===== config.mk =====
export PLATFORM = sky130hd
export DESIGN_NAME = mem_port_arbiter2_flat
export DESIGN_NICKNAME = d
export VERILOG_FILES = /design/src/rtl/mem_port_arbiter2_pkg.sv /design/src/rtl/mem_port_arbiter2_if.sv /design/src/rtl/mem_port_arbiter2_mux.sv /design/src/rtl/mem_port_arbiter2.sv /design/src/flat_wrapper.sv
export SDC_FILE = /design/constraint.sdc
export NUM_CORES = 1
export LEC_CHECK = 0
export CORE_AREA = 2 2 105 107
export DETAILED_ROUTE_END_ITERATION = 16
export DIE_AREA = 0 0 107 109
export DONT_BUFFER_PORTS = 1
export SLEW_MARGIN = 20
export SYNTH_ARGS = -nofsm -noshare
export SYNTH_HDL_FRONTEND = slang
export SYNTH_HIERARCHICAL = 1
export SYNTH_SLANG_ARGS = --single-unit

===== constraint.sdc =====
create_clock -name clk -period 2.5 [get_ports clk]
set_clock_uncertainty 0.15 [all_clocks]
set_input_delay 0.5 -clock clk [delete_from_list [all_inputs] [get_ports clk]]
set_output_delay 0.5 -clock clk [all_outputs]
set_load 0.01 [all_outputs]

===== src/rtl/mem_port_arbiter2_pkg.sv =====
// Shared definitions for the two-requester memory port arbiter.
package mem_port_arbiter2_pkg;

  localparam int ADDR_W = 32;
  localparam int DATA_W = 32;

  typedef enum logic [1:0] {
    ST_IDLE  = 2'd0,
    ST_BUSY0 = 2'd1,
    ST_BUSY1 = 2'd2
  } state_t;

endpackage


===== src/rtl/mem_port_arbiter2_if.sv =====
// Bundle of requester-side and memory-side signals around the arbiter.
interface mem_port_arbiter2_if;
  import mem_port_arbiter2_pkg::*;

  logic              req0;
  logic [ADDR_W-1:0] addr0;
  logic [DATA_W-1:0] wdata0;
  logic              we0;
  logic              req1;
  logic [ADDR_W-1:0] addr1;
  logic [DATA_W-1:0] wdata1;
  logic              we1;
  logic              gnt0;
  logic              gnt1;
  logic              done0;
  logic              done1;
  logic              err;
  logic [DATA_W-1:0] rdata;
  logic              mem_req;
  logic              mem_we;
  logic [ADDR_W-1:0] mem_addr;
  logic [DATA_W-1:0] mem_wdata;
  logic [DATA_W-1:0] mem_rdata;
  logic              mem_ready;

  // Arbiter side
  modport slave (
    input  req0, addr0, wdata0, we0,
    input  req1, addr1, wdata1, we1,
    input  mem_rdata, mem_ready,
    output gnt0, gnt1, done0, done1, err, rdata,
    output mem_req, mem_we, mem_addr, mem_wdata
  );

  // Requesters plus memory
  modport master (
    output req0, addr0, wdata0, we0,
    output req1, addr1, wdata1, we1,
    output mem_rdata, mem_ready,
    input  gnt0, gnt1, done0, done1, err, rdata,
    input  mem_req, mem_we, mem_addr, mem_wdata
  );

endinterface


===== src/rtl/mem_port_arbiter2_mux.sv =====
// 32-bit 2:1 mux used for the shared address and write-data paths.
module mux32_32_32 #(
  parameter int DATA_W = 32
) (
  input  logic [DATA_W-1:0] a0,
  input  logic [DATA_W-1:0] a1,
  input  logic              sel,
  output logic [DATA_W-1:0] y
);

  assign y = sel ? a1 : a0;

endmodule


===== src/rtl/mem_port_arbiter2.sv =====
// Round-robin arbiter for one shared memory port: grants a requester, runs the
// req/ready handshake, returns read data with a done pulse, aborts stalls.
module mem_port_arbiter2
  import mem_port_arbiter2_pkg::*;
#(
  parameter int TIMEOUT = 16,
  parameter int CW      = 5
) (
  input  logic                 clk,
  input  logic                 rst_n,
  mem_port_arbiter2_if.slave   bus
);

  state_t            state_q, state_d;
  logic              sel_q, sel_d;
  logic              prio_q, prio_d;
  logic [CW-1:0]     wdog_q, wdog_d;
  logic              done0_q, done1_q, err_q;
  logic [DATA_W-1:0] rdata_q;

  logic gnt0, gnt1, busy, wdog_hit, finish, owner;

  assign gnt0     = (state_q == ST_BUSY0);
  assign gnt1     = (state_q == ST_BUSY1);
  assign busy     = gnt0 | gnt1;
  assign owner    = gnt1;
  assign wdog_hit = (TIMEOUT != 0) && (wdog_q == CW'(TIMEOUT - 1));
  // mem_ready takes precedence over a simultaneous watchdog expiry
  assign finish   = busy && (bus.mem_ready || wdog_hit);

  always_comb begin
    state_d = state_q;
    sel_d   = sel_q;
    prio_d  = prio_q;
    wdog_d  = wdog_q;
    case (state_q)
      ST_IDLE: begin
        wdog_d = '0;
        if (bus.req0 && bus.req1) begin
          sel_d   = prio_q;
          state_d = prio_q ? ST_BUSY1 : ST_BUSY0;
        end else if (bus.req0) begin
          sel_d   = 1'b0;
          state_d = ST_BUSY0;
        end else if (bus.req1) begin
          sel_d   = 1'b1;
          state_d = ST_BUSY1;
        end
      end
      ST_BUSY0, ST_BUSY1: begin
        if (finish) begin
          state_d = ST_IDLE;
          prio_d  = ~owner;
        end else begin
          wdog_d = wdog_q + CW'(1);
        end
      end
      default: state_d = ST_IDLE;
    endcase
  end

  always_ff @(posedge clk) begin
    if (!rst_n) begin
      state_q <= ST_IDLE;
      sel_q   <= 1'b0;
      prio_q  <= 1'b0;
      wdog_q  <= '0;
      done0_q <= 1'b0;
      done1_q <= 1'b0;
      err_q   <= 1'b0;
      rdata_q <= '0;
    end else begin
      state_q <= state_d;
      sel_q   <= sel_d;
      prio_q  <= prio_d;
      wdog_q  <= wdog_d;
      done0_q <= finish && !owner;
      done1_q <= finish && owner;
      err_q   <= finish && !bus.mem_ready;
      if (finish && bus.mem_ready) rdata_q <= bus.mem_rdata;
    end
  end

  assign bus.gnt0    = gnt0;
  assign bus.gnt1    = gnt1;
  assign bus.done0   = done0_q;
  assign bus.done1   = done1_q;
  assign bus.err     = err_q;
  assign bus.rdata   = rdata_q;
  assign bus.mem_req = busy;
  assign bus.mem_we  = busy & (sel_q ? bus.we1 : bus.we0);

  mux32_32_32 #(.DATA_W(ADDR_W)) u_addr_mux (
    .a0  (bus.addr0),
    .a1  (bus.addr1),
    .sel (sel_q),
    .y   (bus.mem_addr)
  );

  mux32_32_32 #(.DATA_W(DATA_W)) u_wdata_mux (
    .a0  (bus.wdata0),
    .a1  (bus.wdata1),
    .sel (sel_q),
    .y   (bus.mem_wdata)
  );

endmodule


===== src/flat_wrapper.sv =====
// flat-port wrapper written by rule: the top's interface ports become plain ports
module mem_port_arbiter2_flat import mem_port_arbiter2_pkg::*;
#(
  parameter int TIMEOUT = 16,
  parameter int CW      = 5
)
  (clk, rst_n, bus_req0, bus_addr0, bus_wdata0, bus_we0, bus_req1, bus_addr1, bus_wdata1, bus_we1, bus_mem_rdata, bus_mem_ready, bus_gnt0, bus_gnt1, bus_done0, bus_done1, bus_err, bus_rdata, bus_mem_req, bus_mem_we, bus_mem_addr, bus_mem_wdata);
  mem_port_arbiter2_if bus_i ();
  input  logic clk;
  input  logic rst_n;
  input wire logic [$bits(bus_i.req0)-1:0] bus_req0;
  input wire logic [$bits(bus_i.addr0)-1:0] bus_addr0;
  input wire logic [$bits(bus_i.wdata0)-1:0] bus_wdata0;
  input wire logic [$bits(bus_i.we0)-1:0] bus_we0;
  input wire logic [$bits(bus_i.req1)-1:0] bus_req1;
  input wire logic [$bits(bus_i.addr1)-1:0] bus_addr1;
  input wire logic [$bits(bus_i.wdata1)-1:0] bus_wdata1;
  input wire logic [$bits(bus_i.we1)-1:0] bus_we1;
  input wire logic [$bits(bus_i.mem_rdata)-1:0] bus_mem_rdata;
  input wire logic [$bits(bus_i.mem_ready)-1:0] bus_mem_ready;
  output wire logic [$bits(bus_i.gnt0)-1:0] bus_gnt0;
  output wire logic [$bits(bus_i.gnt1)-1:0] bus_gnt1;
  output wire logic [$bits(bus_i.done0)-1:0] bus_done0;
  output wire logic [$bits(bus_i.done1)-1:0] bus_done1;
  output wire logic [$bits(bus_i.err)-1:0] bus_err;
  output wire logic [$bits(bus_i.rdata)-1:0] bus_rdata;
  output wire logic [$bits(bus_i.mem_req)-1:0] bus_mem_req;
  output wire logic [$bits(bus_i.mem_we)-1:0] bus_mem_we;
  output wire logic [$bits(bus_i.mem_addr)-1:0] bus_mem_addr;
  output wire logic [$bits(bus_i.mem_wdata)-1:0] bus_mem_wdata;
  assign bus_i.req0 = bus_req0;
  assign bus_i.addr0 = bus_addr0;
  assign bus_i.wdata0 = bus_wdata0;
  assign bus_i.we0 = bus_we0;
  assign bus_i.req1 = bus_req1;
  assign bus_i.addr1 = bus_addr1;
  assign bus_i.wdata1 = bus_wdata1;
  assign bus_i.we1 = bus_we1;
  assign bus_i.mem_rdata = bus_mem_rdata;
  assign bus_i.mem_ready = bus_mem_ready;
  assign bus_gnt0 = bus_i.gnt0;
  assign bus_gnt1 = bus_i.gnt1;
  assign bus_done0 = bus_i.done0;
  assign bus_done1 = bus_i.done1;
  assign bus_err = bus_i.err;
  assign bus_rdata = bus_i.rdata;
  assign bus_mem_req = bus_i.mem_req;
  assign bus_mem_we = bus_i.mem_we;
  assign bus_mem_addr = bus_i.mem_addr;
  assign bus_mem_wdata = bus_i.mem_wdata;
  mem_port_arbiter2 #(.TIMEOUT(TIMEOUT), .CW(CW)) u_core (.clk(clk), .rst_n(rst_n), .bus(bus_i));
endmodule

=== After elaboration in Yosys (flattened, before gate mapping) ===
Index checks and enable logic that the tools add are counted.

* Input port bits: 167
* Bits in registers: 44
* Word-level logic and storage cells: 49

* Reduce and logical (&&, ||, !) cells: 17
* Add/sub/neg operators: 1
* Muxes and demuxes: 14
* Bitwise logic cells: 3
* Eq/ne operators: 6

{| class="wikitable"
|+ Operators by type and width
! kind !! number
|-
| $mux 32 || 2
|-
| $mux 2 || 5
|-
| $pmux 5 s2 || 1
|-
| $reduce_and 2->1 || 4
|-
| $logic_and 1x1->1 || 6
|-
| $add 5x1->5 const B || 1
|-
| $eq 5x4->1 const B || 1
|-
| $mux 5 || 1
|-
| $mux 1 || 4
|-
| $ne 4x3->1 const B || 1
|-
| $pmux 2 s2 || 1
|-
| $reduce_bool 3->1 || 1
|-
| $eq 2x1->1 const B || 1
|-
| $eq 2x2->1 const B || 1
|-
| $logic_not 1->1 || 2
|-
| $logic_not 2->1 || 1
|-
| $ne 2x1->1 const B || 1
|-
| $ne 2x2->1 const B || 1
|-
| $reduce_bool 2->1 || 1
|-
| $reduce_or 2->1 || 1
|-
| $and 1x1->1 || 1
|-
| $logic_or 1x1->1 || 1
|-
| $not 1->1 || 1
|-
| $or 1x1->1 || 1
|}

=== Depth between registers and ports, before layout ===
Gate-level depths: netlist (run 1).

* Depth after elaboration: 5
* Gate-level depth with buffers: 7

=== By module ===
The synthesis (run 1) kept the hierarchy.

{| class="wikitable"
|+ By module, submodules not included
! module !! area each (um2) !! seq. area each (um2) !! cells each !! instances
|-
| mem_port_arbiter2 || 1680.4 || 880.8 || 207 || 1
|-
| mux32_32_32 || 544.3 || 0.0 || 36 || 2
|}

=== Worst setup path after synthesis (run 1) ===
OpenSTA, ideal clock, no wires.

* Kind: flip-flop to flip-flop
* Start point: reg u_core.wdog_q[0]
* End point: reg u_core.wdog_q[3]
* Clock period less this slack: 2.055 ns
* Stages on the path, launching flop included: 8
* Buffers on the path: 1
* Path slack: 0.445 ns
* Data arrival time: 1.835 ns
* Required time: 2.280 ns
* Cell sequence: dfxtp_1 > ha_1 > and3_1 > ha_1 > or3b_1 > clkbuf_2 > or3_1 > a21oi_1

* Longest elaborated chain between the ends: 5
* Elaborated cells on any way between the ends: 8
* Those cells by class: 1 x add/sub; 2 x eq/ne; 2 x mux; 3 x reduce/logical

{| class="wikitable"
|+ Ends and longest elaborated chain
! element !! line !! RTL
|-
| from (decl) || mem_port_arbiter2.sv:17 || <nowiki>logic [CW-1:0] wdog_q, wdog_d;</nowiki>
|-
| from (signal assigned) || mem_port_arbiter2.sv:76 || <nowiki>wdog_q <= wdog_d;</nowiki>
|-
| branches (longest 5 deep; another with $add 5x1->5) || -- ||
|}

Parallel ways; which one is timed is not known. The select of a mux whose other input is x is not followed.
A chain may end at the register's enable or synchronous reset.

=== Worst setup path after layout (run 1) ===
* Start point: reg u_core.sel_q
* End point: out bus_mem_wdata[27]

* Longest elaborated chain between the ends: 1

{| class="wikitable"
|+ Ends and longest elaborated chain
! element !! line !! RTL
|-
| from (decl) || mem_port_arbiter2.sv:15 || <nowiki>logic sel_q, sel_d;</nowiki>
|-
| from (signal assigned) || mem_port_arbiter2.sv:74 || <nowiki>sel_q <= sel_d;</nowiki>
|-
| $mux 32 || mem_port_arbiter2_mux.sv:11 || <nowiki>assign y = sel ? a1 : a0;</nowiki>
|-
| to (decl) || flat_wrapper.sv:30 || <nowiki>output wire logic [$bits(bus_i.mem_wdata)-1:0] bus_mem_wdata;</nowiki>
|}

No other way between the ends.

==> reports/results.ini, run 1 <==
[layout]
layout.nets = 444
post-route-util_pct = 27.6
layout.cells.non_filler = 413
drive_above_1_share_pct = 30.0
areaGrowthSynthToFinish_pct = 5.69
diodes = 0

[floorplanning]
die_w_um = 107
die_area_um2 = 11700
num_io_pins = 270
core_um2 = 10600
rows = 38
start_util_pct = 26.1
die_y_um = 109

[power]
comb_power_share_pct = 28.2
switchingPower_mw = 0.619
swShare_pct = 32.9
intPower_mw = 1.26
p_leak_nw = 1.10
pwr_density_cell_nw_per_um2 = 642
pwr-share-clk_pct = 28.3
power.total_mw = 1.88
seqPwrFrac_pct = 43.6
ir_worst_vdd_v = 0.000312

[worst_setup_path]
critPathRequiredTime_ns = 1.85
reg2reg_from = u_core/wdog_q[0]
arrival_ns = 1.64
reg2reg_depth = 6
end_kind = output pin
path_cells = buf_12 > mux2_4
cp-startpoint = u_core/sel_q
startpoint_type = flip-flop
r2r_end = u_core/wdog_q[3]
crit_type = reg2out
worstSetupEndpoint = bus_mem_wdata[27]
cp_num_cells = 2
crit_family = flip-flops
max_stage_delay_ns = 0.59
r2r_setup_slack_ns = 0.34
critPathBufInv = 1
cpMaxStageDelayCell = dfxtp_4
critPathMaxFanout = 39

[sta]
worst_pin_slew_ns = 0.411
fin_tns_setup_ns = 0
finalCriticalPeriod_ns = 2.29
hold_viol_final = 0
setup_viol = 0
rsz0062_at_grt = false
fmax_ghz = 0.437
fin_hold_ws_ns = 0.119
slew_headroom_pct = 72.6
fin_crit_sh_pct = 91.5
drv_slew = 0

[clocking]
postCtsSetupRepairBufs = 0
clk_path_buf_depth = 2
clk-insertion-delay-late_ns = 0.30
cts.hold.buffers_added = 0
cts_resized = 0
cts_tree = built
htreeDepth = 2
clk_pin_slew_worst_paths_ns = 0.09
cts_buffers = 5
cts_root_buf = clkbuf_8
cts.sinks = 44

[logic_synthesis]
ys_top_cells_by_count = 71 x nand2_1, 60 x mux2_4, 44 x dfxtp_1, 38 x a21oi_1, 10 x clkbuf_1
synth_seq_cells = 44
synth_edf_count = 0
ys.flop_type = dfxtp_1
post-synth-top-count-cell = nand2_1
synth-async-reset-ratio_pct = 0
synth_area_um2 = 2770
synth_top_area_cell = mux2_4
ys.warnings.count = 6
synth_top_area_share_pct = 32.5
synth_fp_nets = 451
yosys.cell_types.count = 32
ys_seq_area_share_pct = 31.8
syn_inst = 279
syn_area_per_cell_um2 = 9.92
synth.top_cells.by_area = mux2_4 33%, dfxtp_1 32%, nand2_1 9.6%, a21oi_1 6.9%, buf_12 4.3%

[grt]
grt_pass1_wl_um = 10900
antenna_found_initial = 0
grt_max_degree = 40
grt_pass1_vias = 1981
gr-usage-all-layers_pct = 12.5
grt-ovfl-total = 0

[placed_design]
port_buffers = 0
place_hpwl_um = 6750
placed_cells = 405
globalplace.congestion = 0.751

[status]
status = finished clean

[drt]
dr.pass1.iters = 4
ant_nets = 0
vias = 2036
drt_wl_total_um = 8130
vias_per_cell = 4.93
drt-initial-drc-count = 79
drc = 0
wire_per_inst_um = 19.7

[min_path]
whs_path_depth = 1
hold_class = in2reg
min-delay-start = bus_mem_ready

[run]
drv_cap = 0

cell type report:
cell class / count / area, um^2
timing repair buffer: 6 / 57.6
multi-input combinational: 211 / 1680
sequential: 44 / 885
clock buffer: 6 / 93.8
clock inverter: 2 / 16.3
tap: 140 / 175
fill: 1103 / 7680
inverter: 4 / 15.0
layout by cell type (no fill, tap or decap), types with 2 or more instances in the layout:
cell | Yosys | final
a21oi_1 | 38 | 38
and2_1 | 2 | 2
buf_4 | 0 | 5
clkbuf_8 | 0 | 5
dfxtp_1 | 44 | 43
ha_1 | 5 | 5
inv_1 | 4 | 4
mux2_2 | 4 | 4
mux2_4 | 60 | 60
nand2_1 | 71 | 71
nand2b_1 | 4 | 4
nand3_1 | 6 | 6
nor2_1 | 3 | 3
nor3b_1 | 2 | 2
o32ai_1 | 2 | 2
worst min path at each step:
stage	to	slack, ns
after floorplan	u_core/wdog_q[2]	0.28
after detailed placement	u_core/wdog_q[2]	0.31
after CTS	u_core/bus.err	0.11
after global routing	u_core/bus.err	0.11
after global placement	u_core/wdog_q[2]	0.32
final	u_core/bus.err	0.12
logic make-up after synthesis:
group | Yosys count | share of synthesized area (%)
compound gates | 45 | 8.90
mux | 65 | 34.5
fa+ha+maj | 5 | 2.26
buf+inv | 24 | 7.37
simple gates | 96 | 15.1
flops | 44 | 31.8
registers in the layout, summed over array words and instances (netlist names):
register          count
u_core/prio_q         1
u_core/state_q        2
u_core/bus.done0      1
u_core/wdog_q         5
u_core/bus.done1      1
u_core/sel_q          1
u_core/bus.rdata     32
u_core/bus.err        1
power by group through the flow:
stage | sequential (mW) | clock [mW] | combinational, mW
floorplan | 0.809 | 0 | 0.499
global placement | 0.835 | 0 | 0.526
detailed placement | 0.836 | 0 | 0.535
CTS | 0.821 | 0.542 | 0.536
global route | 0.827 | 0.572 | 0.576
finish | 0.819 | 0.531 | 0.529
routing by layer:
metal	part of all wire, %	vias to the layer above	global-route usage (%)
met5	0	-	0
met4	0.59	0	2.50
met3	11	5	4.90
met2	51	141	21.6
met1	38	955	14.9
li1	-	935	-
metrics by stage:
| step | worst slack, ns | instance area, um^2 |
|---|---|---|
| final | 0.213 | 2930 |
| after CTS | 0.207 | 2930 |
| after detailed placement | 0.377 | 2820 |
| after global placement | 0.409 | 2820 |
| after global routing | 0.170 | 2930 |
| after floorplan | 0.445 | 2770 |
worst reg2reg max path: cells and delay by family, from the launching register on:
kind	cells	cell delay [ns]
flops	1	0.35
simple gates	3	1.00
compound gates	1	0.14
fa+ha+maj	2	0.46
(Power assumes the default switching activity.)
==> run 2: changes to the inputs <==
- clock period: 2.5 -> 2.6 ns (I/O delays scaled with it)
==> run 2 against run 1 <==
Total power decreased by 3.5%. Combinational power decreased by 4.0%. Critical path depth unchanged. Critical path type unchanged. Critical endpoint is now bus_mem_wdata[25]. Largest cell class unchanged. Largest power group unchanged.
==> reports/results.ini, run 2 (same netlist as run 1, synthesis figures left out) <==
[layout]
areaGrowthSynthToFinish_pct = 5.65  ; was 5.69%
post-route-util_pct = 27.6  ; about the same
drive_above_1_share_pct = 29.8  ; was 30.0%
final_common_cell = nand2_1  ; unchanged
largest_reg_flops = 32  ; unchanged
layout_common_cells = 71 x nand2_1, 60 x mux2_4, 43 x dfxtp_1, 38 x a21oi_1  ; was 71 x nand2_1, 60 x mux2_4, 43 x dfxtp_1, 38 x a21oi_1, 6 x nand3_1
fillers = 1087  ; was 1103
layout.nets = 443  ; was 444
layout.cells.non_filler = 412  ; was 413
diodes = 0  ; unchanged

[worst_setup_path]
cp-startpoint = u_core/sel_q  ; unchanged
r2r_setup_slack_ns = 0.44  ; was 0.34 ns
crit_type = reg2out  ; unchanged
max_stage_delay_ns = 0.54  ; was 0.59 ns
end_kind = output pin  ; unchanged
reg2reg_from = u_core/wdog_q[0]  ; unchanged
cpMaxStageDelayCell = dfxtp_4  ; unchanged
startpoint_type = flip-flop  ; unchanged
path_cells = buf_12 > mux2_4  ; unchanged
arrival_ns = 1.59  ; was 1.64 ns
critPathRequiredTime_ns = 1.93  ; was 1.85 ns
reg2reg_depth = 6  ; unchanged
critPathMaxFanout = 39  ; unchanged

[placed_design]
globalplace.congestion = 0.741  ; was 0.751
placed_cells = 404  ; was 405
port_buffers = 0  ; unchanged
place_hpwl_um = 6900  ; was 6750 um

[power]
intPower_mw = 1.23  ; was 1.26 mW
power.total_mw = 1.81  ; was 1.88 mW
ir_worst_vdd_v = 0.000267  ; was 0.000312 V
pwr_density_cell_nw_per_um2 = 620  ; was 642 nW/um^2
comb_power_share_pct = 28.0  ; was 28.2%
p_leak_nw = 1.10  ; about the same
switchingPower_mw = 0.580  ; was 0.619 mW
swShare_pct = 32.0  ; was 32.9%
seqPwrFrac_pct = 43.3  ; was 43.6%
pwr-share-clk_pct = 28.7  ; was 28.3%

[drt]
wire_per_inst_um = 20.1  ; was 19.7 um
dr.pass1.iters = 6  ; was 4
vias = 2070  ; was 2036
vias_per_cell = 5.02  ; was 4.93
drt-initial-drc-count = 126  ; was 79
ant_nets = 0  ; unchanged
drt_wl_total_um = 8270  ; was 8130 um
drc = 0  ; unchanged

[sta]
slew_headroom_pct = 73.6  ; was 72.6%
setup_viol = 0  ; unchanged
hold_viol_final = 0  ; unchanged
worst_pin_slew_ns = 0.394  ; was 0.411 ns
fin_hold_ws_ns = 0.132  ; was 0.119 ns
fin_crit_sh_pct = 86.9
fmax_ghz = 0.443
fin_tns_setup_ns = 0  ; unchanged
finalCriticalPeriod_ns = 2.26
rsz0062_at_grt = false  ; unchanged
drv_slew = 0  ; unchanged

[grt]
grt_pass1_wl_um = 10900  ; about the same
grt_pass1_vias = 1971  ; was 1981
grt-ovfl-total = 0  ; unchanged
gr-usage-all-layers_pct = 12.6  ; was 12.5%
grt_max_degree = 40  ; unchanged
antenna_found_initial = 0  ; unchanged

[floorplanning]
die_area_um2 = 11700  ; unchanged
core_um2 = 10600  ; unchanged
die_y_um = 109  ; unchanged
rows = 38  ; unchanged
die_w_um = 107  ; unchanged
start_util_pct = 26.1  ; unchanged
num_io_pins = 270  ; unchanged

[clocking]
cts.sinks = 44  ; unchanged
clk-insertion-delay-late_ns = 0.30  ; about the same
cts_resized = 0  ; unchanged
cts_buffers = 5  ; unchanged
cts_root_buf = clkbuf_8  ; unchanged
htreeDepth = 2  ; unchanged
cts_tree = built  ; unchanged
cts.hold.buffers_added = 0  ; unchanged
clk_pin_slew_worst_paths_ns = 0.09  ; about the same
postCtsSetupRepairBufs = 0  ; unchanged
clk_path_buf_depth = 2  ; unchanged

[min_path]
whs_path_depth = 1  ; unchanged
min-delay-start = bus_mem_ready  ; unchanged
hold_class = in2reg  ; unchanged

[status]
status = finished clean  ; unchanged

[run]
drv_cap = 0  ; unchanged

run 2: per-stage QoR:
stage          cell area (um^2)  worst slack [ns]
2_1_floorplan              2770             0.545
3_3_place_gp               2810             0.527
3_5_place_dp               2810             0.478
4_1_cts                    2930             0.317
5_1_grt                    2930             0.193
6_report                   2930             0.342
run 2: worst paths after layout:
check / end
min reg2reg: u_core/wdog_q[2]
min: u_core/bus.err
max: bus_mem_wdata[25]
max reg2reg: u_core/wdog_q[3]
run 2: critical path: cells and delay by family, from the launching register on:
kind / cells / cell delay, ns
flops: 1 / 0.54
mux: 1 / 0.38
buf+inv: 1 / 0.31
run 2: layout make-up:
type	count	area, um^2	share of cell area (%)
Timing Repair Buffer	5	50.0	1.71
Multi-Input combinational cell	211	1680	57.6
Inverter	4	15.0	0.513
Clock buffer	7	108	3.68
Sequential cell	44	885	30.2
Clock inverter	1	8.76	0.299
Tap cell	140	175	5.99
run 2: routing by layer:
metal	global-route usage, %	vias to the layer above	wire, um
met1	14.2	968	3020
li1	-	937	-
met4	3.80	0	105
met2	21.6	157	4170
met5	0	-	0
met3	5.38	8	970
run 2: power groups by stage:
stage | registers (mW) | clock network, mW | logic, mW
after floorplan | 0.778 | 0 | 0.480
after CTS | 0.785 | 0.538 | 0.515
after global placement | 0.799 | 0 | 0.506
after detailed placement | 0.800 | 0 | 0.515
final | 0.784 | 0.521 | 0.508
after global routing | 0.792 | 0.570 | 0.549
==> run 3: changes to the inputs <==
- CORE_AREA: 2 2 105 107 -> 2 2 104 106
- DIE_AREA: 0 0 107 109 -> 0 0 106 108
- PLACE_DENSITY: unset -> 0.44
- SYNTH_HIERARCHICAL: 1 -> unset
- clock period: 2.6 -> 2 ns (I/O delays scaled with it)
==> run 3 against run 2 <==
Total power is 39% higher. Worst setup slack lost 0.29 ns. Cell count grew 0.49%. Sequential cell count is the same. Highest routed layer is now met5. Critical path type unchanged. Global-route usage rose by 4.1 points.
==> reports/results.ini, run 3 <==
[logic_synthesis]
ys.flop_type = dfxtp_1  ; unchanged
synth_seq_cells = 44  ; unchanged
syn_inst = 275  ; was 279
syn_area_per_cell_um2 = 8.85  ; was 9.92 um^2
synth_top_area_cell = dfxtp_1  ; was mux2_4
synth-async-reset-ratio_pct = 0  ; unchanged
synth.top_cells.by_area = dfxtp_1 36%, mux2_2 30%, nand2_1 11%, a21oi_1 7.8%, ha_1 2.6%  ; was mux2_4 33%, dfxtp_1 32%, nand2_1 9.6%, a21oi_1 6.9%, buf_12 4.3%
ys_top_cells_by_count = 69 x nand2_1, 64 x mux2_2, 44 x dfxtp_1, 38 x a21oi_1, 10 x clkbuf_1  ; was 71 x nand2_1, 60 x mux2_4, 44 x dfxtp_1, 38 x a21oi_1, 10 x clkbuf_1
ys_seq_area_share_pct = 36.2  ; was 31.8%
ys.warnings.count = 0  ; was 6
synth_top_area_share_pct = 36.2  ; was 32.5%
synth_edf_count = 0  ; unchanged
synth_fp_nets = 447  ; was 451
synth_area_um2 = 2430  ; was 2770 um^2
post-synth-top-count-cell = nand2_1  ; unchanged
yosys.cell_types.count = 26  ; was 32

[floorplanning]
die_area_um2 = 11400  ; was 11700 um^2
rows = 37  ; was 38
core_um2 = 10200  ; was 10600 um^2
die_w_um = 106  ; was 107 um
num_io_pins = 270  ; unchanged
die_y_um = 108  ; was 109 um
start_util_pct = 23.8  ; was 26.1%

[min_path]
hold_class = in2reg  ; unchanged
min-delay-start = bus_mem_ready  ; unchanged
whs_endpoint = u_core.bus.err  ; was u_core/bus.err
whs_path_depth = 1  ; unchanged

[drt]
drc = 0  ; unchanged
vias_per_cell = 4.99  ; was 5.02
ant_nets = 0  ; unchanged
drt-initial-drc-count = 67  ; was 126
wire_per_inst_um = 24.8  ; was 20.1 um
dr.pass1.iters = 4  ; was 6
drt_wl_total_um = 10300  ; was 8270 um
vias = 2067  ; was 2070

[placed_design]
place_hpwl_um = 8590  ; was 6900 um
globalplace.congestion = 0.982  ; was 0.741
port_buffers = 0  ; unchanged
place_area_um2 = 2630  ; was 2810 um^2

[clocking]
htreeDepth = 2  ; unchanged
cts_root_buf = clkbuf_8  ; unchanged
cts_buffers = 5  ; unchanged
clk_path_buf_depth = 2  ; unchanged
cts_tree = built  ; unchanged
clk_pin_slew_worst_paths_ns = 0.09  ; about the same
clk-insertion-delay-late_ns = 0.30  ; about the same
cts.sinks = 44  ; unchanged

[power]
ir_worst_vdd_v = 0.000477  ; was 0.000267 V
power.total_mw = 2.52  ; was 1.81 mW
p_leak_nw = 0.941  ; was 1.10 nW
pwr_density_cell_nw_per_um2 = 894  ; was 620 nW/um^2

[grt]
grt-ovfl-total = 0  ; unchanged
grt_max_degree = 57  ; was 40
antenna_found_initial = 2  ; was 0
grt_pass1_vias = 1937  ; was 1971
gr-usage-all-layers_pct = 16.7  ; was 12.6%
grt_pass1_wl_um = 13500  ; was 10900 um

[sta]
drv_slew = 0  ; unchanged
slew_headroom_pct = 74.6  ; was 73.6%
fin_crit_sh_pct = 97.2
setup_viol = 0  ; unchanged
rsz0062_at_grt = true  ; was false
fin_tns_setup_ns = 0  ; unchanged
fmax_ghz = 0.514
fin_hold_ws_ns = 0.0174  ; was 0.132 ns
finalCriticalPeriod_ns = 1.94
hold_viol_final = 0  ; unchanged
worst_pin_slew_ns = 0.378  ; was 0.394 ns

[layout]
drive_above_1_share_pct = 33.2  ; was 29.8%
finalInstanceArea_um2 = 2820  ; was 2930 um^2
layout_common_cells = 69 x nand2_1, 63 x mux2_2, 43 x dfxtp_1, 38 x a21oi_1, 8 x buf_4  ; was 71 x nand2_1, 60 x mux2_4, 43 x dfxtp_1, 38 x a21oi_1
layout.nets = 448  ; was 443
areaGrowthSynthToFinish_pct = 15.8  ; was 5.65%
largest_reg_flops = 32  ; unchanged
fillers = 1108  ; was 1087
final_common_cell = nand2_1  ; unchanged

[worst_setup_path]
crit_type = reg2out  ; unchanged
startpoint_type = flip-flop  ; unchanged
critPathMaxFanout = 28  ; was 39
cpMaxStageDelayCell = mux2_2  ; was dfxtp_4
reg2reg_depth = 7  ; was 6
end_kind = output pin  ; unchanged
path_cells = buf_12 > mux2_2  ; was buf_12 > mux2_4
reg2reg_from = u_core.wdog_q[1]  ; was u_core/wdog_q[0]
critPathRequiredTime_ns = 1.45  ; was 1.93 ns
arrival_ns = 1.39  ; was 1.59 ns
r2r_setup_slack_ns = 0.08  ; was 0.44 ns
max_stage_delay_ns = 0.43  ; was 0.54 ns
r2r_end = u_core.state_q[1]  ; was u_core/wdog_q[3]

[status]
status = finished clean  ; unchanged

[run]
drv_cap = 0  ; unchanged

-- run 3: cell types whose count changed in the layout (fill, tap and decap cells not counted), moves of 2 or more --
cell and delta:
o32ai_1 -2, nor2_1 -2, mux2_4 -59, ha_1 -2, mux2_2 +59, buf_4 +4, nand2_1 -2, o21a_1 +2
-- run 3: cells by family after synthesis --
| logic type | after synthesis | synth area share (%) |
|---|---|---|
| flops | 44 | 36.2 |
| mux | 65 | 30.0 |
| simple gates | 90 | 16.3 |
| fa+ha+maj | 5 | 2.57 |
| compound gates | 48 | 10.9 |
| buf+inv | 23 | 3.96 |
-- run 3: worst max path at each step --
| stage | depth (start not counted) | slack, ns | endpoint | start |
|---|---|---|---|---|
| final | 2 | 0.06 | bus_mem_addr[10] | u_core.sel_q |
| after global routing | 2 | -0.005 | bus_mem_wdata[22] | u_core.sel_q |
| after CTS | 2 | 0.02 | bus_mem_wdata[24] | u_core.sel_q |
| after detailed placement | 6 | -0.002 | u_core.wdog_q[3] | u_core.wdog_q[1] |
| after global placement | 6 | 0.07 | u_core.wdog_q[3] | u_core.wdog_q[1] |
| after floorplan | 6 | 0.12 | u_core.wdog_q[3] | u_core.wdog_q[0] |
-- run 3: area by class of cell --
| class | count | area, um^2 | share of cell area [%] |
|---|---|---|---|
| multi-input cells | 208 | 1490 | 53.0 |
| flip-flops and latches | 44 | 882 | 31.3 |
| well taps | 136 | 170 | 6.04 |
| repair buffers | 12 | 136 | 4.84 |
| clock buffers | 5 | 68.8 | 2.44 |
| clock inverters | 3 | 46.3 | 1.64 |
| inverters | 5 | 18.8 | 0.666 |
| diodes | 1 | 2.50 | 0.0888 |
-- run 3: power by group --
part | switching [mW] | leakage, nW | internal, mW | total, mW
sequential | 0.0720 | 0.358 | 0.941 | 1.01
combinational | 0.465 | 0.528 | 0.336 | 0.801
clock | 0.331 | 0.0548 | 0.377 | 0.708
-- run 3: metal layers --
metal / routed length (um) / global-route usage, % / up-vias
met3: 1320 / 9.34 / 8
met2: 5010 / 27.7 / 139
met4: 65 / 4.04 / 2
met5: 11 / 0 / -
met1: 3850 / 18.8 / 966
li1: - / - / 952
-- run 3: timing repair --
action	in CTS	in global routing
pin swaps	1	3
resized for setup	4	5
setup endpoints to repair	2	12
hold buffers	0	0
setup buffers	1	0
cloned	0	1
-- run 3: worst max-delay path, delay by kind of cell (launching register included) --
family	cells	cell delay (ns)
flops	1	0.42
buf+inv	1	0.21
mux	1	0.43
-- run 3: through the flow --
step | utilization [%] | std cells | setup WS [ns]
finish | 27.6 | 414 | 0.0552
floorplan | - | 275 | 0.122
global route | 27.5 | 413 | -0.00531
global placement | 25.7 | 403 | 0.0688
detailed placement | 25.7 | 403 | -0.00174
CTS | 27.1 | 412 | 0.0182
